[config.mk]
export PLATFORM = sky130hd
export DESIGN_NAME = ks_note_sequencer
export DESIGN_NICKNAME = d
export VERILOG_FILES = /design/src/rtl/ks_note_sequencer.sv
export SDC_FILE = /design/constraint.sdc
export NUM_CORES = 1
export LEC_CHECK = 0
export BUFFER_PORTS_ARGS = -buffer_cell sky130_fd_sc_hd__buf_2
export CELL_PAD_IN_SITES_DETAIL_PLACEMENT = 1
export CELL_PAD_IN_SITES_GLOBAL_PLACEMENT = 2
export CORE_UTILIZATION = 25
export DETAILED_ROUTE_END_ITERATION = 10
export MAX_ROUTING_LAYER = met4
export PLACE_DENSITY_LB_ADDON = 0.1
export RECOVER_POWER = 50
export SLEW_MARGIN = 5
export SYNTH_ARGS = -nofsm -noshare
export SYNTH_HDL_FRONTEND = slang
export SYNTH_SLANG_ARGS = --single-unit
[constraint.sdc]
create_clock -name clk_i -period 6.54 [get_ports clk_i]
set_clock_uncertainty 0.1 [all_clocks]
set_input_delay 1.635 -clock clk_i [delete_from_list [all_inputs] [get_ports clk_i]]
set_output_delay 1.635 -clock clk_i [all_outputs]
set_load 0.05 [all_outputs]
[src/rtl/ks_note_sequencer.sv]
// Step sequencer feeding the Karplus-Strong voice: plays a loop of stored periods
// at a programmable tempo and emits a pluck pulse at the start of each sounding step.
module ks_note_sequencer #(
  parameter  int NUM_STEPS    = 8,
  parameter  int DATA_WIDTH   = 8,
  parameter  int TEMPO_WIDTH  = 16,
  parameter  int PLUCK_CYCLES = 4,
  localparam int SW           = $clog2(NUM_STEPS)
) (
  input  logic                   clk_i,
  input  logic                   rst_ni,
  input  logic                   enable_i,
  input  logic                   hold_i,
  input  logic [TEMPO_WIDTH-1:0] tempo_i,
  input  logic [SW-1:0]          length_i,
  input  logic                   wr_en_i,
  input  logic [SW-1:0]          wr_addr_i,
  input  logic [DATA_WIDTH-1:0]  wr_data_i,
  output logic [DATA_WIDTH-1:0]  period_o,
  output logic                   pluck_o,
  output logic [SW-1:0]          step_o,
  output logic                   step_strobe_o,
  output logic                   busy_o
);

  localparam logic [1:0] IDLE = 2'd0;
  localparam logic [1:0] PLAY = 2'd1;
  localparam logic [1:0] HOLD = 2'd2;

  localparam logic [TEMPO_WIDTH-1:0] PLUCK_T = TEMPO_WIDTH'(PLUCK_CYCLES);

  logic [1:0]             state_q,  state_d;
  logic [TEMPO_WIDTH-1:0] tcnt_q,   tcnt_d;
  logic [SW-1:0]          step_q,   step_d;
  logic [DATA_WIDTH-1:0]  period_q, period_d;
  logic                   pluck_q,  pluck_d;
  logic                   strobe_q, strobe_d;
  logic                   busy_q,   busy_d;
  logic                   load_nz_q, load_nz_d;
  logic [DATA_WIDTH-1:0]  mem_q [NUM_STEPS];
  logic [DATA_WIDTH-1:0]  mem_d [NUM_STEPS];

  logic [TEMPO_WIDTH-1:0] teff, pmin, tcnt_inc;
  logic [SW-1:0]          next_step, load_step;
  logic [DATA_WIDTH-1:0]  load_val;
  logic                   load;

  always_comb begin
    // NOTE: every variable gets a default before any branch, so no path leaves it unassigned and no latch is inferred.
    teff      = (tempo_i == '0) ? TEMPO_WIDTH'(1) : tempo_i;
    pmin      = (PLUCK_T < teff) ? PLUCK_T : teff;
    tcnt_inc  = tcnt_q + TEMPO_WIDTH'(1);
    next_step = (step_q >= length_i) ? '0 : step_q + SW'(1);

    mem_d = mem_q;
    if (wr_en_i) mem_d[wr_addr_i] = wr_data_i;

    state_d   = state_q;
    tcnt_d    = tcnt_q;
    step_d    = step_q;
    period_d  = period_q;
    pluck_d   = pluck_q;
    strobe_d  = 1'b0;
    load_nz_d = load_nz_q;
    load      = 1'b0;
    load_step = '0;
    load_val  = '0;

    case (state_q)
      IDLE: begin
        tcnt_d  = '0;
        pluck_d = 1'b0;
        if (enable_i) begin
          state_d = PLAY;
          load    = 1'b1;
        end
      end
      PLAY, HOLD: begin
        if (!enable_i) begin
          state_d = IDLE;
          tcnt_d  = '0;
          pluck_d = 1'b0;
        end else if (hold_i) begin
          state_d = HOLD;
        end else begin
          // Leaving HOLD advances on the same edge, so each held cycle adds exactly one clock.
          state_d = PLAY;
          if (tcnt_q >= teff) begin
            load      = 1'b1;
            load_step = next_step;
          end else begin
            tcnt_d  = tcnt_inc;
            pluck_d = load_nz_q && (tcnt_inc < pmin);
          end
        end
      end
      default: begin
        state_d = IDLE;
        tcnt_d  = '0;
        pluck_d = 1'b0;
      end
    endcase

    // Loads read the pre-write RAM contents; a same-cycle write shows up on the next visit.
    if (load) begin
      load_val  = mem_q[load_step];
      step_d    = load_step;
      tcnt_d    = '0;
      strobe_d  = 1'b1;
      load_nz_d = (load_val != '0);
      pluck_d   = load_nz_d;
      if (load_nz_d) period_d = load_val;
    end

    busy_d = (state_d != IDLE);
  end

  always_ff @(posedge clk_i or negedge rst_ni) begin
    if (!rst_ni) begin
      state_q   <= IDLE;
      tcnt_q    <= '0;
      step_q    <= '0;
      period_q  <= '0;
      pluck_q   <= 1'b0;
      strobe_q  <= 1'b0;
      busy_q    <= 1'b0;
      load_nz_q <= 1'b0;
      // NOTE: the step RAM is built from flops and must read zero after reset, so it is cleared here with the rest of the state.
      for (int i = 0; i < NUM_STEPS; i++) mem_q[i] <= '0;
    end else begin
      // NOTE: non-blocking assignments keep every flop updating from the same pre-edge values.
      state_q   <= state_d;
      tcnt_q    <= tcnt_d;
      step_q    <= step_d;
      period_q  <= period_d;
      pluck_q   <= pluck_d;
      strobe_q  <= strobe_d;
      busy_q    <= busy_d;
      load_nz_q <= load_nz_d;
      mem_q     <= mem_d;
    end
  end

  assign period_o      = period_q;
  assign pluck_o       = pluck_q;
  assign step_o        = step_q;
  assign step_strobe_o = strobe_q;
  assign busy_o        = busy_q;

endmodule

==> metrics <==
dpl hpwl=between 10 and 15 mm; vias=4239; CTS tree=yes; CP Capture Type=asynchronous set/reset pin; final antenna-violating net count=0; Final Cycle Share=0.731; Inst Count DP=about 850; WP data required=6.74 ns; Worst Path Buf+Inv=2; slew of the pin with the lowest slew margin=between 3 and 4 ns; Hold Path Class=flip-flop to flip-flop; Crit Path Category=primary input to asynchronous set/reset pin; dominant cells by area after synthesis=dfrtp_1 42%, mux2_2 13%, ha_1 8.2%, inv_1 1.8%, nand2_1 1.8%; R2R Setup Slk=between 2 and 3 ns; CTS root buf=clkbuf_16; Total Routing Usage GR=0.153; H-tree depth=3; GP Congestion=0.743; failing checks=capacitance limit, slew limit; Die W=roughly 150 um; DR WL/cell=between 15 and 20 um; share of cells above drive strength 1=0.267; status=finished, violations left; Setup TNS=0 ns; Worst EP arrival=4.98 ns; antenna fix cells=0; multi-input logic area=between 3000 and 4000 um2; Synth Register Bits=97; maximum fanout along the worst path=55; DRT Pass-1 Iters=4; CTS Buffer Depth=2; DR iter-0 viols=96; Post-Syn Instances=between 500 and 600; Final #Nets=652; Post-CTS Setup Bufs=0; total power=between 1.5 and 2 mW; IO Count=49; die area=23700 um2; slowest stage cell, crit path=clkbuf_1; Hold Vio Cnt, Final=0; total power per unit cell area=between 200 and 300 nW/um2; Die Y=roughly 150 um; Clock Latency Late Sink=approximately 0.35 ns; Synth top area share=0.421; Layout area overhead=15.0%; largest net degree at the start of global routing=between 50 and 60; YS warnings=0; Filler Cell Count=about 2500; cts repair resizes=0; post-synthesis sequential area ratio=0.421; Max Slew Vio Count=56; CP max stage delay=~2.1 ns; Max Fclk=about 210 MHz; Synth Area per Inst=about 11 um2; initial core utilization=0.255; Post-synth ARST share=1.00; Synth Flop Type=dfrtp_1; post-synth top area cell=dfrtp_1; Final Routed Wirelength=between 15 and 20 mm; grt total ovfl=0; # DRC=0; number of synthesized flops with an enable pin=0; IO buf count=between 40 and 50; # setup viols final=0; cts bufs inserted=9; first-pass GRT wire length=between 20 and 30 mm; RSZ-0062 raised after global routing=false; clock-pin slew on the worst setup and hold paths=approximately 0.070 ns; CTS Sinks=slightly below 100; area of the mapped netlist=roughly 5800 um2; Max transition margin=-1.07; vias in the first global route=between 4000 and 5000; initial antenna violation count=0; routed vias/inst=approximately 4.9; fin cells=between 800 and 900; Netlist cell types=between 60 and 70; most frequent cells in the layout=97 x dfrtp_1, 66 x mux2_2, 44 x buf_2, 38 x ha_1; cells along the critical path=clkbuf_1 -> clkbuf_2; max_cap viols=1; CP top delay family=buffers and inverters; P_leak=between 2 and 3 nW; maximum vdd drop=between 0.1 and 0.15 mV; floorplan row count=55; Startpoint Class=primary input; Post-CTS Hold Buffers=0; core outline area=~23000 um2; hold slack=roughly 0.40 ns; Sequential Area=about 2400 um2; most common cell after layout, fill and taps aside=dfrtp_1; Min Clock Period, post-route=4.78 ns
## cell usage after synthesis (all sizes together) (2+ instances only)
library cell	number
o21ai	17
clkbuf	8
ha	38
a21o	8
a31oi	7
xnor2	11
o211ai	5
dfrtp	97
a41oi	3
o21bai	2
nor3b	3
inv	30
mux2	67
mux2i	9
xor2	6
o31ai	6
and3	8
a211o	5
nand3b	4
o221ai	2
nand4b	4
and4	3
a21oi	16
nor4	3
nand2	30
mux4	5
o2111ai	2
o22ai	4
o21a	3
nor2b	3
and2	3
nand4	7
buf	10
nand3	19
a22oi	7
nand2b	5
a211oi	11
nor2	25
nor3	14
a22o	3
## registers in the layout, summed over array words and instances (netlist names)
register / flops
busy_o: 1
period_o: 8
tcnt_q: 16
load_nz_q: 1
step_strobe_o: 1
pluck_o: 1
step_o: 3
state_q: 2
mem_q: 64
## path summary, 6_finish.rpt
kind,from,end,depth (start not counted)
max in group clk_i,tempo_i[11],tcnt_q[15],15
min in group asynchronous,rst_ni,mem_q[19],1
worst min register to register,mem_q[42],mem_q[42],1
worst max register to register,step_o[0],period_o[3],11
worst min-delay path,mem_q[42],mem_q[42],1
worst max-delay path,rst_ni,tcnt_q[9],2
## cell families after synthesis
| family | count (synthesis) | share of synthesized area |
|---|---|---|
| AND/OR/NAND/NOR | 131 | 0.119 |
| AO/OA/AOI/OAI | 108 | 0.144 |
| flip-flops | 97 | 0.421 |
| multiplexers | 81 | 0.168 |
| buffers and inverters | 48 | 0.0364 |
| adder cells (fa/ha/maj) | 38 | 0.0824 |
| XOR/XNOR | 17 | 0.0284 |
| other | 1 | 0.000650 |
## through the flow
step	cell area, um2	setup slack, ns	util
after global placement	6360	1.45	0.281
after CTS	6650	1.75	0.294
final	6630	1.76	0.293
after floorplan	5810	2.34	-
after global routing	6630	1.05	0.293
after detailed placement	6360	1.40	0.281
## layout make-up
| cell class | count | share of cell area |
|---|---|---|
| clock buffer | 12 | 0.0387 |
| multi-input combinational | 388 | 0.479 |
| clock inverter | 4 | 0.00509 |
| inverter | 30 | 0.0170 |
| tap | 285 | 0.0538 |
| timing repair buffer | 53 | 0.0402 |
| sequential | 97 | 0.366 |
## power breakdown
part	internal [mW]	switching (mW)
Clock	0.283	0.240
Combinational	0.204	0.338
Sequential	0.725	0.0778
## metal layers
layer	part of all wire	track usage
met4	0.019	0.0514
met1	0.45	0.179
met3	0.021	0.0228
met2	0.51	0.266
met5	0	-
No activity file was read; power rests on OpenSTA's default activity.
